## src/rtl/cache_mem_if.sv

```systemverilog
// cache_mem_if: command and response bundle between a controller and cache_mem.
// Controller drives: select_in, write_in, delete_in, idx_in, key_in, value_in.
// Cache drives: used, hit, hit_idx, value_out (registered), free_idx, full
// (combinational from used), rsp_valid and err (one-cycle pulses).
interface cache_mem_if #(
    parameter int NUM_ENTRIES = 16,
    parameter int KEY_WIDTH   = 16,
    parameter int VALUE_WIDTH = 32
) ();
    logic                   select_in;
    logic                   write_in;
    logic                   delete_in;
    logic [NUM_ENTRIES-1:0] idx_in;
    logic [KEY_WIDTH-1:0]   key_in;
    logic [VALUE_WIDTH-1:0] value_in;
    logic [NUM_ENTRIES-1:0] used;
    logic                   hit;
    logic [NUM_ENTRIES-1:0] hit_idx;
    logic [VALUE_WIDTH-1:0] value_out;
    logic [NUM_ENTRIES-1:0] free_idx;
    logic                   full;
    logic                   rsp_valid;
    logic                   err;

    modport master (
        output select_in, write_in, delete_in, idx_in, key_in, value_in,
        input  used, hit, hit_idx, value_out, free_idx, full, rsp_valid, err
    );

    modport slave (
        input  select_in, write_in, delete_in, idx_in, key_in, value_in,
        output used, hit, hit_idx, value_out, free_idx, full, rsp_valid, err
    );
endinterface

```

## src/rtl/cache_mem.sv

```systemverilog
// cache_mem: fully associative key/value store with lookup, write and delete.
// Ports: clk, rst_n (synchronous, active-low), bus (cache_mem_if.slave) carrying
// the command strobe/qualifiers, one-hot target index, key and value in, and
// used, hit, hit_idx, value_out, free_idx, full, rsp_valid, err out.
module cache_mem #(
    parameter int NUM_ENTRIES = 16,
    parameter int KEY_WIDTH   = 16,
    parameter int VALUE_WIDTH = 32
) (
    input logic        clk,
    input logic        rst_n,
    cache_mem_if.slave bus
);
    logic [KEY_WIDTH-1:0]   keys   [NUM_ENTRIES];
    logic [VALUE_WIDTH-1:0] values [NUM_ENTRIES];
    logic [NUM_ENTRIES-1:0] used_q, hit_idx_q, match;
    logic [VALUE_WIDTH-1:0] value_q, match_value;
    logic                   hit_q, rsp_q, err_q;
    logic                   one_hot, conflict, do_lookup, do_write, do_delete, reject;

    // Keys are unique among used entries, so at most one match bit is set and
    // OR-reducing the matching values yields that entry's value (or zero).
    always_comb begin
        match       = '0;
        match_value = '0;
        for (int i = 0; i < NUM_ENTRIES; i++) begin
            match[i] = used_q[i] && (keys[i] == bus.key_in);
            if (match[i]) match_value = match_value | values[i];
        end
    end

    assign one_hot   = (bus.idx_in != '0) && ((bus.idx_in & (bus.idx_in - NUM_ENTRIES'(1))) == '0);
    // A write may overwrite its own target, but must not duplicate a key held elsewhere.
    assign conflict  = |(match & ~bus.idx_in);
    assign do_lookup = bus.select_in && !bus.write_in && !bus.delete_in;
    assign do_write  = bus.select_in && bus.write_in && !bus.delete_in && one_hot && !conflict;
    assign do_delete = bus.select_in && bus.delete_in && !bus.write_in && one_hot;
    assign reject    = bus.select_in && (bus.write_in || bus.delete_in) && !do_write && !do_delete;

    always_ff @(posedge clk) begin
        if (!rst_n) begin
            used_q    <= '0;
            hit_q     <= 1'b0;
            hit_idx_q <= '0;
            value_q   <= '0;
            rsp_q     <= 1'b0;
            err_q     <= 1'b0;
        end else begin
            rsp_q <= bus.select_in;
            err_q <= reject;
            if (do_lookup) begin
                hit_q     <= |match;
                hit_idx_q <= match;
                value_q   <= match_value;
            end
            if (do_write) used_q <= used_q | bus.idx_in;
            else if (do_delete) used_q <= used_q & ~bus.idx_in;
        end
    end

    // Payload storage is not reset; the used bits alone define validity.
    always_ff @(posedge clk) begin
        if (rst_n && do_write) begin
            for (int i = 0; i < NUM_ENTRIES; i++) begin
                if (bus.idx_in[i]) begin
                    keys[i]   <= bus.key_in;
                    values[i] <= bus.value_in;
                end
            end
        end
    end

    // Adding one to used turns its lowest zero into a one; masking with ~used
    // isolates that bit, and the sum wraps to zero when every entry is used.
    assign bus.free_idx  = ~used_q & (used_q + NUM_ENTRIES'(1));
    assign bus.full      = &used_q;
    assign bus.used      = used_q;
    assign bus.hit       = hit_q;
    assign bus.hit_idx   = hit_idx_q;
    assign bus.value_out = value_q;
    assign bus.rsp_valid = rsp_q;
    assign bus.err       = err_q;
endmodule

```

## src/flat_wrapper.sv

```systemverilog
// flat-port wrapper written by rule: the top's interface ports become plain ports
module cache_mem_flat 
#(
    parameter int NUM_ENTRIES = 16,
    parameter int KEY_WIDTH   = 16,
    parameter int VALUE_WIDTH = 32
)
  (clk, rst_n, bus_select_in, bus_write_in, bus_delete_in, bus_idx_in, bus_key_in, bus_value_in, bus_used, bus_hit, bus_hit_idx, bus_value_out, bus_free_idx, bus_full, bus_rsp_valid, bus_err);
  cache_mem_if #(.NUM_ENTRIES(NUM_ENTRIES), .KEY_WIDTH(KEY_WIDTH), .VALUE_WIDTH(VALUE_WIDTH)) bus_i ();
  input logic clk;
  input logic rst_n;
  input wire logic [$bits(bus_i.select_in)-1:0] bus_select_in;
  input wire logic [$bits(bus_i.write_in)-1:0] bus_write_in;
  input wire logic [$bits(bus_i.delete_in)-1:0] bus_delete_in;
  input wire logic [$bits(bus_i.idx_in)-1:0] bus_idx_in;
  input wire logic [$bits(bus_i.key_in)-1:0] bus_key_in;
  input wire logic [$bits(bus_i.value_in)-1:0] bus_value_in;
  output wire logic [$bits(bus_i.used)-1:0] bus_used;
  output wire logic [$bits(bus_i.hit)-1:0] bus_hit;
  output wire logic [$bits(bus_i.hit_idx)-1:0] bus_hit_idx;
  output wire logic [$bits(bus_i.value_out)-1:0] bus_value_out;
  output wire logic [$bits(bus_i.free_idx)-1:0] bus_free_idx;
  output wire logic [$bits(bus_i.full)-1:0] bus_full;
  output wire logic [$bits(bus_i.rsp_valid)-1:0] bus_rsp_valid;
  output wire logic [$bits(bus_i.err)-1:0] bus_err;
  assign bus_i.select_in = bus_select_in;
  assign bus_i.write_in = bus_write_in;
  assign bus_i.delete_in = bus_delete_in;
  assign bus_i.idx_in = bus_idx_in;
  assign bus_i.key_in = bus_key_in;
  assign bus_i.value_in = bus_value_in;
  assign bus_used = bus_i.used;
  assign bus_hit = bus_i.hit;
  assign bus_hit_idx = bus_i.hit_idx;
  assign bus_value_out = bus_i.value_out;
  assign bus_free_idx = bus_i.free_idx;
  assign bus_full = bus_i.full;
  assign bus_rsp_valid = bus_i.rsp_valid;
  assign bus_err = bus_i.err;
  cache_mem #(.NUM_ENTRIES(NUM_ENTRIES), .KEY_WIDTH(KEY_WIDTH), .VALUE_WIDTH(VALUE_WIDTH)) u_core (.clk(clk), .rst_n(rst_n), .bus(bus_i));
endmodule
```

## config.mk

```make
export PLATFORM = sky130hd
export DESIGN_NAME = cache_mem_flat
export DESIGN_NICKNAME = d
export VERILOG_FILES = /design/src/rtl/cache_mem_if.sv /design/src/rtl/cache_mem.sv /design/src/flat_wrapper.sv
export SDC_FILE = /design/constraint.sdc
export NUM_CORES = 1
export LEC_CHECK = 0
export ABC_CLOCK_PERIOD_IN_PS = 9700
export BUFFER_PORTS_ARGS = -buffer_cell sky130_fd_sc_hd__buf_2
export CAP_MARGIN = 20
export CORE_MARGIN = 2
export CORE_UTILIZATION = 45
export DETAILED_ROUTE_END_ITERATION = 6
export HOLD_SLACK_MARGIN = 0.03
export REMOVE_ABC_BUFFERS = 1
export SKIP_CTS_REPAIR_TIMING = 1
export SLEW_MARGIN = 5
export SYNTH_ARGS = -nofsm -noshare
export SYNTH_HDL_FRONTEND = slang
export SYNTH_SLANG_ARGS = --single-unit
```

## constraint.sdc

```tcl
create_clock -name clk -period 9.7 [get_ports clk]
set_clock_uncertainty 0.1 [all_clocks]
set_input_delay 0.485 -clock clk [delete_from_list [all_inputs] [get_ports clk]]
set_output_delay 0.485 -clock clk [all_outputs]
set_load 0.01 [all_outputs]
```

# Word-level counts from Yosys, hierarchy flattened
# Memories as Yosys holds them, arrays and structs flattened.
# Index checks and enable logic that the tools add are counted.
# Widths: inputs -> output; s select.
# word_totals
register_bits	67
ramBits	768
out_inout_bits	84
n_memories	2
# op_classes
add_sub_neg	2
eq_ne	16
mux	156
bitwise_logic	22
reduce_logical	72
# memory_table
memory	words	word_bits	read_ports	rd_clocked_by_memory_dff	wr	line_no	rtl
u_core.values	16	32	16	0	1	cache_mem.sv:15	logic [VALUE_WIDTH-1:0] values [NUM_ENTRIES];
u_core.keys	16	16	16	0	1	cache_mem.sv:14	logic [KEY_WIDTH-1:0] keys [NUM_ENTRIES];
# op_table
op	count
$mux 32	31
$or 32x32->32	15
$reduce_or 32->1	15
$mux 16	17
$reduce_or 16->1	17
$eq 16x16->1	16
$mux 4	30
$mux 1	78
$and 16x16->16	4
$not 16->16	2
$logic_and 1x1->1	30
$add 16x1->16 const B	1
$logic_not 16->1	1
$or 16x16->16	1
$reduce_and 16->1	1
$reduce_bool 16->1	1
$sub 16x1->16 const B	1
$logic_not 1->1	5
$reduce_bool 2->1	1
$logic_or 1x1->1	1

# Longest topological paths before layout
# Gate-level depths: netlist of run 1.
# depth
ltp_word	33
mapped_depth	12
depth_no_buf	7

# Worst setup path before layout of run 1
# No wires, ideal clock.
# synth_timing
path_kind	input to register
from	in bus_idx_in[1]
to	mem u_core.keys[5][0], enable pin
setup_time_ps	513
arrival_ps	5401
slack_ps	3686
stages	8
cell_sequence	nor4_4 > nand4_1 > or3_1 > a211o_1 > a21oi_2 > buf_4 > nand3_1 > nor3_1
# synth_between
elab_chain_cells	25
elab_cells_between_ends	90
cone_classes	1 x add/sub; 63 x mux; 3 x bitwise; 23 x reduce/logical
# synth_lines
element	line_no	rtl
start: declaration	flat_wrapper.sv:15	input wire logic [$bits(bus_i.idx_in)-1:0] bus_idx_in;
$sub 16x1->16	cache_mem.sv:32	assign one_hot = (bus.idx_in != '0) && ((bus.idx_in & (bus.idx_in - NUM_ENTRIES'(1))) == '0);
$and 16x16->16	cache_mem.sv:32	
$logic_not 16->1	cache_mem.sv:32	
$logic_and 1x1->1	cache_mem.sv:32	
$logic_and 1x1->1 (2 in series)	cache_mem.sv:36	assign do_write = bus.select_in && bus.write_in && !bus.delete_in && one_hot && !conflict;
$logic_and 1x1->1	cache_mem.sv:63	if (rst_n && do_write) begin
$mux 1	cache_mem.sv:63	
$mux 1 (not written as such)	cache_mem.sv:66	keys[i] <= bus.key_in;
$reduce_or 16->1 (no source line)	--	
$mux 4 (no source line) or $mux 1 (tied branches) (15 in series)	--	
end: declaration	cache_mem.sv:14	
# Parallel ways exist; a longest one is shown, timed or not.

# Worst setup path after layout of run 1
# layout_timing
from	in bus_key_in[0]
to	mem u_core.keys[12][13], enable pin
# layout_between
elab_chain_cells	25
elab_cells_between_ends	114
cone_classes	16 x eq/ne; 62 x mux; 1 x bitwise; 35 x reduce/logical
# layout_lines
element	line_no	rtl
start: declaration	flat_wrapper.sv:16	input wire logic [$bits(bus_i.key_in)-1:0] bus_key_in;
$eq 16x16->1	cache_mem.sv:27	match[i] = used_q[i] && (keys[i] == bus.key_in);
$logic_and 1x1->1	cache_mem.sv:27	
$and 16x16->16 *	cache_mem.sv:34	assign conflict = |(match & ~bus.idx_in);
$reduce_or 16->1 *	cache_mem.sv:34	
$logic_not 1->1 *	cache_mem.sv:36	
$logic_and 1x1->1 *	cache_mem.sv:36	
$logic_and 1x1->1 *	cache_mem.sv:63	
$mux 1	cache_mem.sv:63	
$mux 1 (not written as such)	cache_mem.sv:66	
$reduce_or 16->1 (no source line)	--	
$mux 4 (no source line) or $mux 1 (tied branches) (15 in series)	--	
# Mark *: on every way between the ends. The rest lies on a longest branch, timed or not.

==> results of run 1 <==
power groups by stage:
stage | clock, uW | combinational [uW] | sequential [uW]
after global placement | 0 | 210 | 4010
after detailed placement | 0 | 216 | 4010
after CTS | 3400 | 216 | 3940
after floorplan | 0 | 71.0 | 4020
after global routing | 3550 | 232 | 3930
final | 3360 | 214 | 3940
placed cells by master, fill, tap and decap left out, drive strengths merged, types with 36 or more instances in the layout:
cell / instances
a21oi: 47
a22oi: 101
and3: 84
buf: 224
clkbuf: 115
dfxtp: 67
edfxtp: 768
nand2: 72
nand3: 125
nand4: 83
nor3: 37
o21ai: 36
xnor2: 176
xor2: 80
worst max-delay path, stage by stage:
cell and delay (ps):
buf_2 580, buf_4 280, xor2_1 180, nor4_1 60, and3_1 480, a32oi_1 360
o2111a_1 220, nand2_2 580, nor3_4 1080, buf_4 680
routing by layer:
layer,GRT usage,wire (um),vias up,part of all wire
met5,0,0,-,0
met4,0.0857,3160,0,0.033
met3,0.0381,7710,180,0.080
met2,0.408,45300,964,0.47
met1,0.354,39600,10218,0.41
li1,-,-,8574,-
worst max path at each step:
stage	start	endpoint	depth (start not counted)
after global routing	bus_key_in[0]	u_core.keys[12][9]	10
after detailed placement	bus_key_in[0]	u_core.keys[12][13]	10
after CTS	bus_key_in[0]	u_core.keys[12][11]	10
final	bus_key_in[0]	u_core.keys[12][13]	10
after global placement	bus_key_in[0]	u_core.keys[12][11]	10
after floorplan	bus_idx_in[1]	u_core.keys[0][0]	7
registers in the layout, indices dropped and copies added, names as in the netlist, named ones only:
register,count
u_core.bus.rsp_valid,1
u_core.bus.value_out,32
u_core.keys,256
u_core.bus.err,1
u_core.bus.hit_idx,16
u_core.values,512
u_core.bus.hit,1
metrics by stage:
stage | instances | total power [uW] | setup slack [ps] | instance area [um^2]
after floorplan | 1959 | 4090 | 3270 | 32200
after global placement | 3140 | 4220 | 4210 | 34800
after detailed placement | 3140 | 4230 | 4150 | 34800
after CTS | 3300 | 7560 | 4850 | 37700
after global routing | 3303 | 7710 | 4700 | 37700
final | 3304 | 7510 | 4830 | 37700
cells by family (layout without fill, tap and decap cells):
family          Yosys count  in the layout  share of synthesized area
flops                   835            835                      0.741
simple gates            521            521                     0.0906
compound gates          331            331                     0.0763
xor+xnor                256            256                     0.0681
buf+inv                 143            400                     0.0234
fa+ha+maj                 1              1                   0.000304
other cells               0              1                          0
layout make-up:
class	count	area [um^2]
Antenna cell	1	2.50
Inverter	15	56.3
Multi-Input combinational cell	1109	7890
Tap cell	959	1200
Clock inverter	45	549
Fill cell	5959	35000
Sequential cell	835	24400
Timing Repair Buffer	225	1320
Clock buffer	115	2310
==> results.sh, run 1 <==
export IMPL_critPathKind="input port to register"
export IMPL_hold_depth=3
export IMPL_r2r_slack_ps=5170
export IMPL_fp_dieArea_mm2=0.0753
export IMPL_maxSlewViolCount=0
export IMPL_start_kind="input port"
export IMPL_wire_per_inst_um=29.0
export IMPL_hpwl_um=54600
export IMPL_async_flop_share=0
export IMPL_die_x_um=274
export IMPL_required_ps=9870
export IMPL_switching_share=0.206
export IMPL_timing_fmax_mhz=206
export IMPL_period_needed_ps=4870
export IMPL_area_growth_pct=14.6
export IMPL_ys_warn_count=0
export IMPL_cp_max_fo=34
export IMPL_netSwitchingPower_uw=1540
export IMPL_sequentialPowerShare=0.524
export IMPL_min_delay_start="bus_idx_in[7]"
export IMPL_ioPinCount=153
export IMPL_ff2ff_path_depth=8
export IMPL_port_buffer_count=152
export IMPL_clockPowerShare=0.448
export IMPL_postLayoutCoreUtil=0.519
export IMPL_layout_nets=2340
export IMPL_grt_pass1_vias=19439
export IMPL_coreArea_mm2=0.0727
export IMPL_grt_total_usage=0.254
export IMPL_cts_tree="built"
export IMPL_worst_slew_pin_slew_ps=1210
export IMPL_setup_tns_ps=0
export IMPL_maxSlewHeadroom=0.171
export IMPL_finalSetupViolations=0
export IMPL_clockBufferDepth=3
export IMPL_end_kind="register"
export IMPL_grt_max_degree=83
export IMPL_synthCells=2087
export IMPL_p_leak_uw=0.0123
export IMPL_rsz0062_at_grt="false"
export IMPL_synth_top_cell_by_area="edfxtp_1"
export IMPL_yosysMostFrequentCell="edfxtp_1"
export IMPL_clkLatencyLatePin_ps=650
export IMPL_cp_data_arrival_time_ps=5030
export IMPL_drive_gt1_frac=0.162
export IMPL_path_clk_slew_ps=60
export IMPL_synth_ff_type="edfxtp_1"
export IMPL_synth_seq_cells=835
export IMPL_antenna_found_initial=4
export IMPL_cts_sinks=835
export IMPL_routed_wl_um=95800
export IMPL_gp_congestion=0.807
export IMPL_viasPerCell=6.03
export IMPL_num_rows=99
export IMPL_grt_overflow=0
export IMPL_drt_iter0_markers=2444
export IMPL_outcome="completed"
export IMPL_hp_class="input port to register"
export IMPL_comb_power_share=0.029
export IMPL_ys_top_cells_by_count="768 x edfxtp_1, 176 x xnor2_1, 125 x nand3_1"
export IMPL_netlist_top_cells_area="edfxtp_1 70%, xnor2_1 4.7%, dfxtp_1 4.1%, a22oi_1 2.3%, xor2_1 2.1%"
export IMPL_drt_pass1_iterations=6
export IMPL_r2r_start="u_core.keys[15][0]"
export IMPL_hold_viol=0
export IMPL_peakVddDrop_uv=144
export IMPL_cts_made_buffers=85
export IMPL_p_per_area_mw_per_mm2=199
export IMPL_cts_root_buf="clkbuf_16"
export IMPL_ys_seq_area_frac=0.741
export IMPL_hold_slack_ps=55.7
export IMPL_synth_top_area_share=0.701
export IMPL_ant_nets=0
export IMPL_avgSynthCellArea_um2=15.8
export IMPL_grt_pass1_wl_um=137000
export IMPL_p_int_uw=5970
export IMPL_ctsHtreeMaxLevel=3
export IMPL_synth_edf_count=768
export IMPL_cap_violations=0
export IMPL_timing_rr_end="u_core.keys[12][13]"
export IMPL_drc=0
export IMPL_dieHeight_um=274
export IMPL_period_share=0.502
export IMPL_start_util=0.453
export IMPL_vias=19936
export IMPL_synth_area_mm2=0.0329
export IMPL_ys_types=56
No activity file was read; power rests on OpenSTA's default activity.
==> inputs of run 2 (changes only) <==
--- a/config.mk
+++ b/config.mk
@@ -5,7 +5,7 @@
 export SDC_FILE = /design/constraint.sdc
 export NUM_CORES = 1
 export LEC_CHECK = 0
-export ABC_CLOCK_PERIOD_IN_PS = 9700
+export ABC_CLOCK_PERIOD_IN_PS = 4600
 export BUFFER_PORTS_ARGS = -buffer_cell sky130_fd_sc_hd__buf_2
 export CAP_MARGIN = 20
 export CORE_MARGIN = 2
==> constraint.sdc (replaced) <==
create_clock -name clk -period 4.6 [get_ports clk]
set_clock_uncertainty 0.1 [all_clocks]
set_input_delay 0.23 -clock clk [delete_from_list [all_inputs] [get_ports clk]]
set_output_delay 0.23 -clock clk [all_outputs]
set_load 0.01 [all_outputs]
==> run 2 against run 1 <==
  * Non-clock buffer count grew 112
  * Largest power group unchanged
  * Critical path type unchanged
  * Critical path depth grew 2
  * Core utilization grew 1.3 points
  * Clock power grew 99%
  * Count of clock-buffer cells in the layout grew 7
  * Wire length grew 2.2%
  * Worst hold slack lost 50 ps
  * Register-to-register slack lost 4100 ps
  * Largest cell class unchanged
  * First-iteration DRC count grew 8.3%
  * Sequential power grew 110%
  * Sequential share of layout area shrank 1.6 points
==> results.sh, run 2 (synthesis results as in run 1) <==
export IMPL_outcome="completed"
export IMPL_place_area_mm2=0.0354
export IMPL_multiInputGateArea_mm2=0.00788
export IMPL_peakVddDrop_uv=334
export IMPL_viasPerCell=5.99
export IMPL_num_rows=99
export IMPL_clockBufferDepth=3
export IMPL_fp_dieArea_mm2=0.0753
export IMPL_largest_register="u_core.values"
export IMPL_timing_rr_end="u_core.values[14][27]"
export IMPL_drive_gt1_frac=0.171
export IMPL_setup_tns_ps=0
export IMPL_hpwl_um=58100
export IMPL_grt_max_degree=64
export IMPL_critical_path_max_stage_delay_ps=680
export IMPL_ioPinCount=153
export IMPL_maxSlewViolCount=0
export IMPL_period_needed_ps=3930
export IMPL_worstPathCellList="dlygate4sd3_1 -> buf_2 -> buf_4 -> xor2_1 -> nor4_1 -> nand3b_1 -> or3_1 -> o2111a_1 -> nand2_2 -> buf_4 -> nor3_2 -> buf_4"
export IMPL_cap_violations=0
export IMPL_cts_made_buffers=85
export IMPL_path_clk_slew_ps=60
export IMPL_cp_max_fo=48
export IMPL_grt_pass1_wl_um=139000
export IMPL_cts_root_buf="clkbuf_16"
export IMPL_finalSetupViolations=0
export IMPL_worst_slew_pin_slew_ps=1110
export IMPL_min_delay_start="bus_delete_in"
export IMPL_antenna_found_initial=4
export IMPL_postLayoutCoreUtil=0.532
export IMPL_ff2ff_path_depth=9
export IMPL_end_kind="register"
export IMPL_dieHeight_um=274
export IMPL_final_common_cell="edfxtp_1"
export IMPL_r2r_slack_ps=1040
export IMPL_port_buffer_count=152
export IMPL_critPathKind="input port to register"
export IMPL_area_growth_pct=17.5
export IMPL_start_kind="input port"
export IMPL_power_uw=15500
export IMPL_critPathMostFrequentCell="buf_4"
export IMPL_maxSlewHeadroom=0.251
export IMPL_timing_fmax_mhz=254
export IMPL_rsz0062_at_grt="false"
export IMPL_hold_slack_ps=5.26
export IMPL_routed_wl_um=97900
export IMPL_coreArea_mm2=0.0727
export IMPL_sequentialPowerShare=0.535
export IMPL_hp_class="input port to register"
export IMPL_wire_per_inst_um=28.7
export IMPL_required_ps=4760
export IMPL_netSwitchingPower_uw=3180
export IMPL_ctsHtreeMaxLevel=3
export IMPL_regArea_mm2=0.0244
export IMPL_gp_congestion=0.845
export IMPL_cts_sinks=835
export IMPL_start_util=0.453
export IMPL_grt_pass1_vias=19973
export IMPL_p_int_uw=12300
export IMPL_comb_power_share=0.034
export IMPL_grt_overflow=0
export IMPL_die_x_um=274
export IMPL_vias=20441
export IMPL_p_per_area_mw_per_mm2=401
export IMPL_grt_total_usage=0.259
export IMPL_drt_pass1_iterations=6
export IMPL_clkLatencyLatePin_ps=640
export IMPL_hold_end="u_core.bus.err"
export IMPL_drt_iter0_markers=2648
export IMPL_largest_reg_flops=512
export IMPL_hold_viol=0
export IMPL_cts_tree="built"
export IMPL_final_cell_mix="768 x edfxtp_1, 176 x xnor2_1, 152 x buf_2"
export IMPL_antenna_cells=0
export IMPL_r2r_start="u_core.keys[13][2]"
export IMPL_period_share=0.855
export IMPL_ant_nets=0
export IMPL_drc=0
export IMPL_switching_share=0.205
export IMPL_fin_area_mm2=0.0387
export IMPL_layout_nets=2452
export IMPL_fillers=5861
export IMPL_cp_data_arrival_time_ps=4090
export IMPL_crit_slowest_cell="nor4_1"
export IMPL_clockPowerShare=0.431
export IMPL_hold_depth=4
export IMPL_p_leak_uw=0.0128
==> run 2: changes by cell type in the layout (fill, tap and decap cells not counted), sizes merged, moves of 3 or more <==
cell / delta
dlygate4sd3: +60
buf: +52
bufinv: -5
clkinv: -3
clkbuf: +7
inv: -3
==> run 2: area by class of cell <==
type | count | area share
Clock buffer | 122 | 0.0602
Inverter | 15 | 0.00146
Clock inverter | 34 | 0.00877
Multi-Input combinational cell | 1109 | 0.204
Sequential cell | 835 | 0.631
Tap cell | 959 | 0.0310
Timing Repair Buffer | 337 | 0.0637
==> run 2: how the worst max path moves through the flow <==
| stage | startpoint | endpoint | slack (ps) | depth (start not counted) |
|---|---|---|---|---|
| CTS | u_core.keys[13][2] | u_core.values[14][27] | 1010 | 9 |
| global placement | bus_key_in[11] | u_core.values[5][9] | 560 | 11 |
| floorplan | bus_idx_in[1] | u_core.keys[0][0] | -1570 | 7 |
| finish | bus_key_in[11] | u_core.keys[5][5] | 670 | 12 |
| global route | bus_key_in[11] | u_core.keys[5][5] | 550 | 12 |
| detailed placement | bus_key_in[11] | u_core.keys[5][11] | 540 | 11 |
==> run 2: layer usage <==
| metal | GRT usage | share of wire | vias up |
|---|---|---|---|
| met1 | 0.349 | 0.41 | 10437 |
| met5 | 0 | 0.00042 | - |
| li1 | - | - | 8802 |
| met2 | 0.423 | 0.48 | 1026 |
| met3 | 0.0553 | 0.087 | 170 |
| met4 | 0.0781 | 0.028 | 6 |
==> run 2: through the flow <==
step	cells	worst slack, ps
global placement	3193	564
global route	3411	547
floorplan	1959	-1570
detailed placement	3193	545
finish	3411	666
CTS	3349	1010
==> run 2: power by group through the flow <==
stage / Clock [uW] / Combinational, uW / Sequential (uW)
3_3_place_gp: 0 / 471 / 8460
6_report: 6690 / 525 / 8300
4_1_cts: 6780 / 483 / 8300
3_5_place_dp: 0 / 482 / 8460
5_1_grt: 7060 / 563 / 8300
2_1_floorplan: 0 / 150 / 8470
==> run 2: critical path, delay by kind of cell <==
kind                      cells  cell delay [ps]
buffers and inverters         5             1910
xor gates and xnor gates      1               90
AOI/OAI and AO/OA             1              150
and+or+nand+nor               5             1660
==> inputs of run 3 (changes only) <==
--- a/config.mk
+++ b/config.mk
@@ -5,7 +5,7 @@
 export SDC_FILE = /design/constraint.sdc
 export NUM_CORES = 1
 export LEC_CHECK = 0
-export ABC_CLOCK_PERIOD_IN_PS = 4600
+export ABC_CLOCK_PERIOD_IN_PS = 4300
 export BUFFER_PORTS_ARGS = -buffer_cell sky130_fd_sc_hd__buf_2
 export CAP_MARGIN = 20
 export CORE_MARGIN = 2
==> constraint.sdc (replaced) <==
create_clock -name clk -period 4.3 [get_ports clk]
set_clock_uncertainty 0.1 [all_clocks]
set_input_delay 0.215 -clock clk [delete_from_list [all_inputs] [get_ports clk]]
set_output_delay 0.215 -clock clk [all_outputs]
set_load 0.01 [all_outputs]
==> run 3 against run 2 <==
  * Setup slack worse by 360 ps
  * First-iteration DRC count up 3.1%
  * Global-route usage grew 0.11 points
  * Sequential share of layout area fell by 0.47 points
  * Die area did not move
  * Register-to-register slack worse by 500 ps
  * Core utilization increased by 0.40 points
  * Count of clock-buffer cells in the layout fell by 11
  * Critical path depth is 1 higher
  * Largest cell class unchanged
==> results.sh, run 3 (synthesis results as in run 1) <==
export IMPL_outcome="completed"
export IMPL_rsz0062_at_grt="false"
export IMPL_power_uw=16600
export IMPL_crit_slowest_cell="nor4_1"
export IMPL_viasPerCell=6.01
export IMPL_cp_data_arrival_time_ps=4400
export IMPL_timing_fmax_mhz=251
export IMPL_dieHeight_um=274
export IMPL_cap_violations=0
export IMPL_num_rows=99
export IMPL_p_leak_uw=0.0129
export IMPL_routed_wl_um=98300
export IMPL_grt_max_degree=61
export IMPL_r2r_start="u_core.keys[0][1]"
export IMPL_drive_gt1_frac=0.177
export IMPL_place_area_mm2=0.0356
export IMPL_port_buffer_count=152
export IMPL_fin_area_mm2=0.0390
export IMPL_layout_nets=2473
export IMPL_drt_iter0_markers=2730
export IMPL_setup_tns_ps=0
export IMPL_worstPathCellList="dlygate4sd3_1 -> buf_2 -> buf_4 -> xor2_1 -> nor4_1 -> nand3b_1 -> or3_1 -> o2111a_1 -> nand2_2 -> buf_4 -> buf_4 -> o21ai_1 -> dlygate4sd3_1"
export IMPL_maxSlewHeadroom=0.290
export IMPL_hpwl_um=59000
export IMPL_coreArea_mm2=0.0727
export IMPL_ctsHtreeMaxLevel=3
export IMPL_largest_register="u_core.values"
export IMPL_cts_made_buffers=84
export IMPL_final_common_cell="edfxtp_1"
export IMPL_fp_dieArea_mm2=0.0753
export IMPL_hp_class="input port to register"
export IMPL_area_growth_pct=18.3
export IMPL_die_x_um=274
export IMPL_grt_pass1_wl_um=140000
export IMPL_finalSetupViolations=0
export IMPL_critPathBufInv=6
export IMPL_critPathTopFamily="buffers and inverters"
export IMPL_period_needed_ps=3990
export IMPL_required_ps=4710
export IMPL_critPathKind="input port to register"
export IMPL_vias=20613
export IMPL_hold_end="u_core.keys[3][5]"
export IMPL_final_cell_mix="768 x edfxtp_1, 176 x xnor2_1, 151 x buf_2"
export IMPL_start_util=0.453
export IMPL_postLayoutCoreUtil=0.536
export IMPL_r2r_slack_ps=540
export IMPL_peakVddDrop_uv=350
export IMPL_clockBufferDepth=3
export IMPL_start_kind="input port"
export IMPL_critical_path_max_stage_delay_ps=810
export IMPL_grt_total_usage=0.260
export IMPL_ff2ff_path_depth=10
export IMPL_critPathMostFrequentCell="buf_4"
export IMPL_ioPinCount=153
export IMPL_cts_sinks=835
export IMPL_p_per_area_mw_per_mm2=425
export IMPL_cp_max_fo=11
export IMPL_grt_pass1_vias=19772
export IMPL_gp_congestion=0.838
export IMPL_antenna_found_initial=6
export IMPL_cp_depth=13
export IMPL_cts_tree="built"
export IMPL_drt_pass1_iterations=6
export IMPL_maxSlewViolCount=0
export IMPL_largest_reg_flops=512
export IMPL_wire_per_inst_um=28.7
export IMPL_ant_nets=0
export IMPL_grt_overflow=0
export IMPL_period_share=0.928
export IMPL_cts_root_buf="clkbuf_16"
export IMPL_path_clk_slew_ps=60
export IMPL_hold_viol=0
export IMPL_min_delay_start="bus_key_in[5]"
export IMPL_clkLatencyLatePin_ps=640
export IMPL_hold_depth=1
export IMPL_hold_slack_ps=71.4
export IMPL_worst_slew_pin_slew_ps=1060
export IMPL_drc=0
export IMPL_end_kind="register"
run 3: cell count changes in the layout (fill, tap and decap cells not counted), moves of 2 or more:
cell and delta:
buf_12 +10, buf_4 +5, clkbuf_1 -9, clkinv_2 +2, clkinvlp_4 +3, dlygate4sd3_1 +7
run 3: routing by layer:
layer | wire length [um] | up-vias | GRT usage
met3 | 8350 | 169 | 0.0440
met5 | 52 | - | 0
met2 | 46700 | 1071 | 0.421
met1 | 40500 | 10537 | 0.359
li1 | - | 8828 | -
met4 | 2800 | 8 | 0.0821
run 3: power by group:
group | internal (uW) | total [uW] | switching [uW]
Clock | 4060 | 7120 | 3060
Sequential | 8870 | 8880 | 8.65
Combinational | 211 | 572 | 361
Total | 13100 | 16600 | 3430
run 3: layout make-up:
class	count	area [um^2]
fillers	5865	33800
flip-flops and latches	835	24400
multi-input cells	1109	7880
repair buffers	359	2780
clock buffers	111	2250
well taps	959	1200
clock inverters	40	385
inverters	15	56.3
diodes	1	2.50
run 3: metrics by stage:
stage | std cells | setup slack (ps)
after floorplan | 1959 | -1860
after global placement | 3208 | 486
after detailed placement | 3209 | 368
after CTS | 3360 | 732
after global routing | 3429 | 255
final | 3429 | 308
run 3: worst max path at each step:
stage	start	endpoint	slack, ps
after floorplan	bus_idx_in[1]	u_core.keys[0][0]	-1860
after global placement	bus_key_in[7]	u_core.values[14][19]	490
after detailed placement	bus_key_in[3]	u_core.values[14][19]	370
after CTS	u_core.keys[13][1]	u_core.values[8][10]	730
after global routing	bus_key_in[1]	register	260
final	bus_key_in[1]	register	310
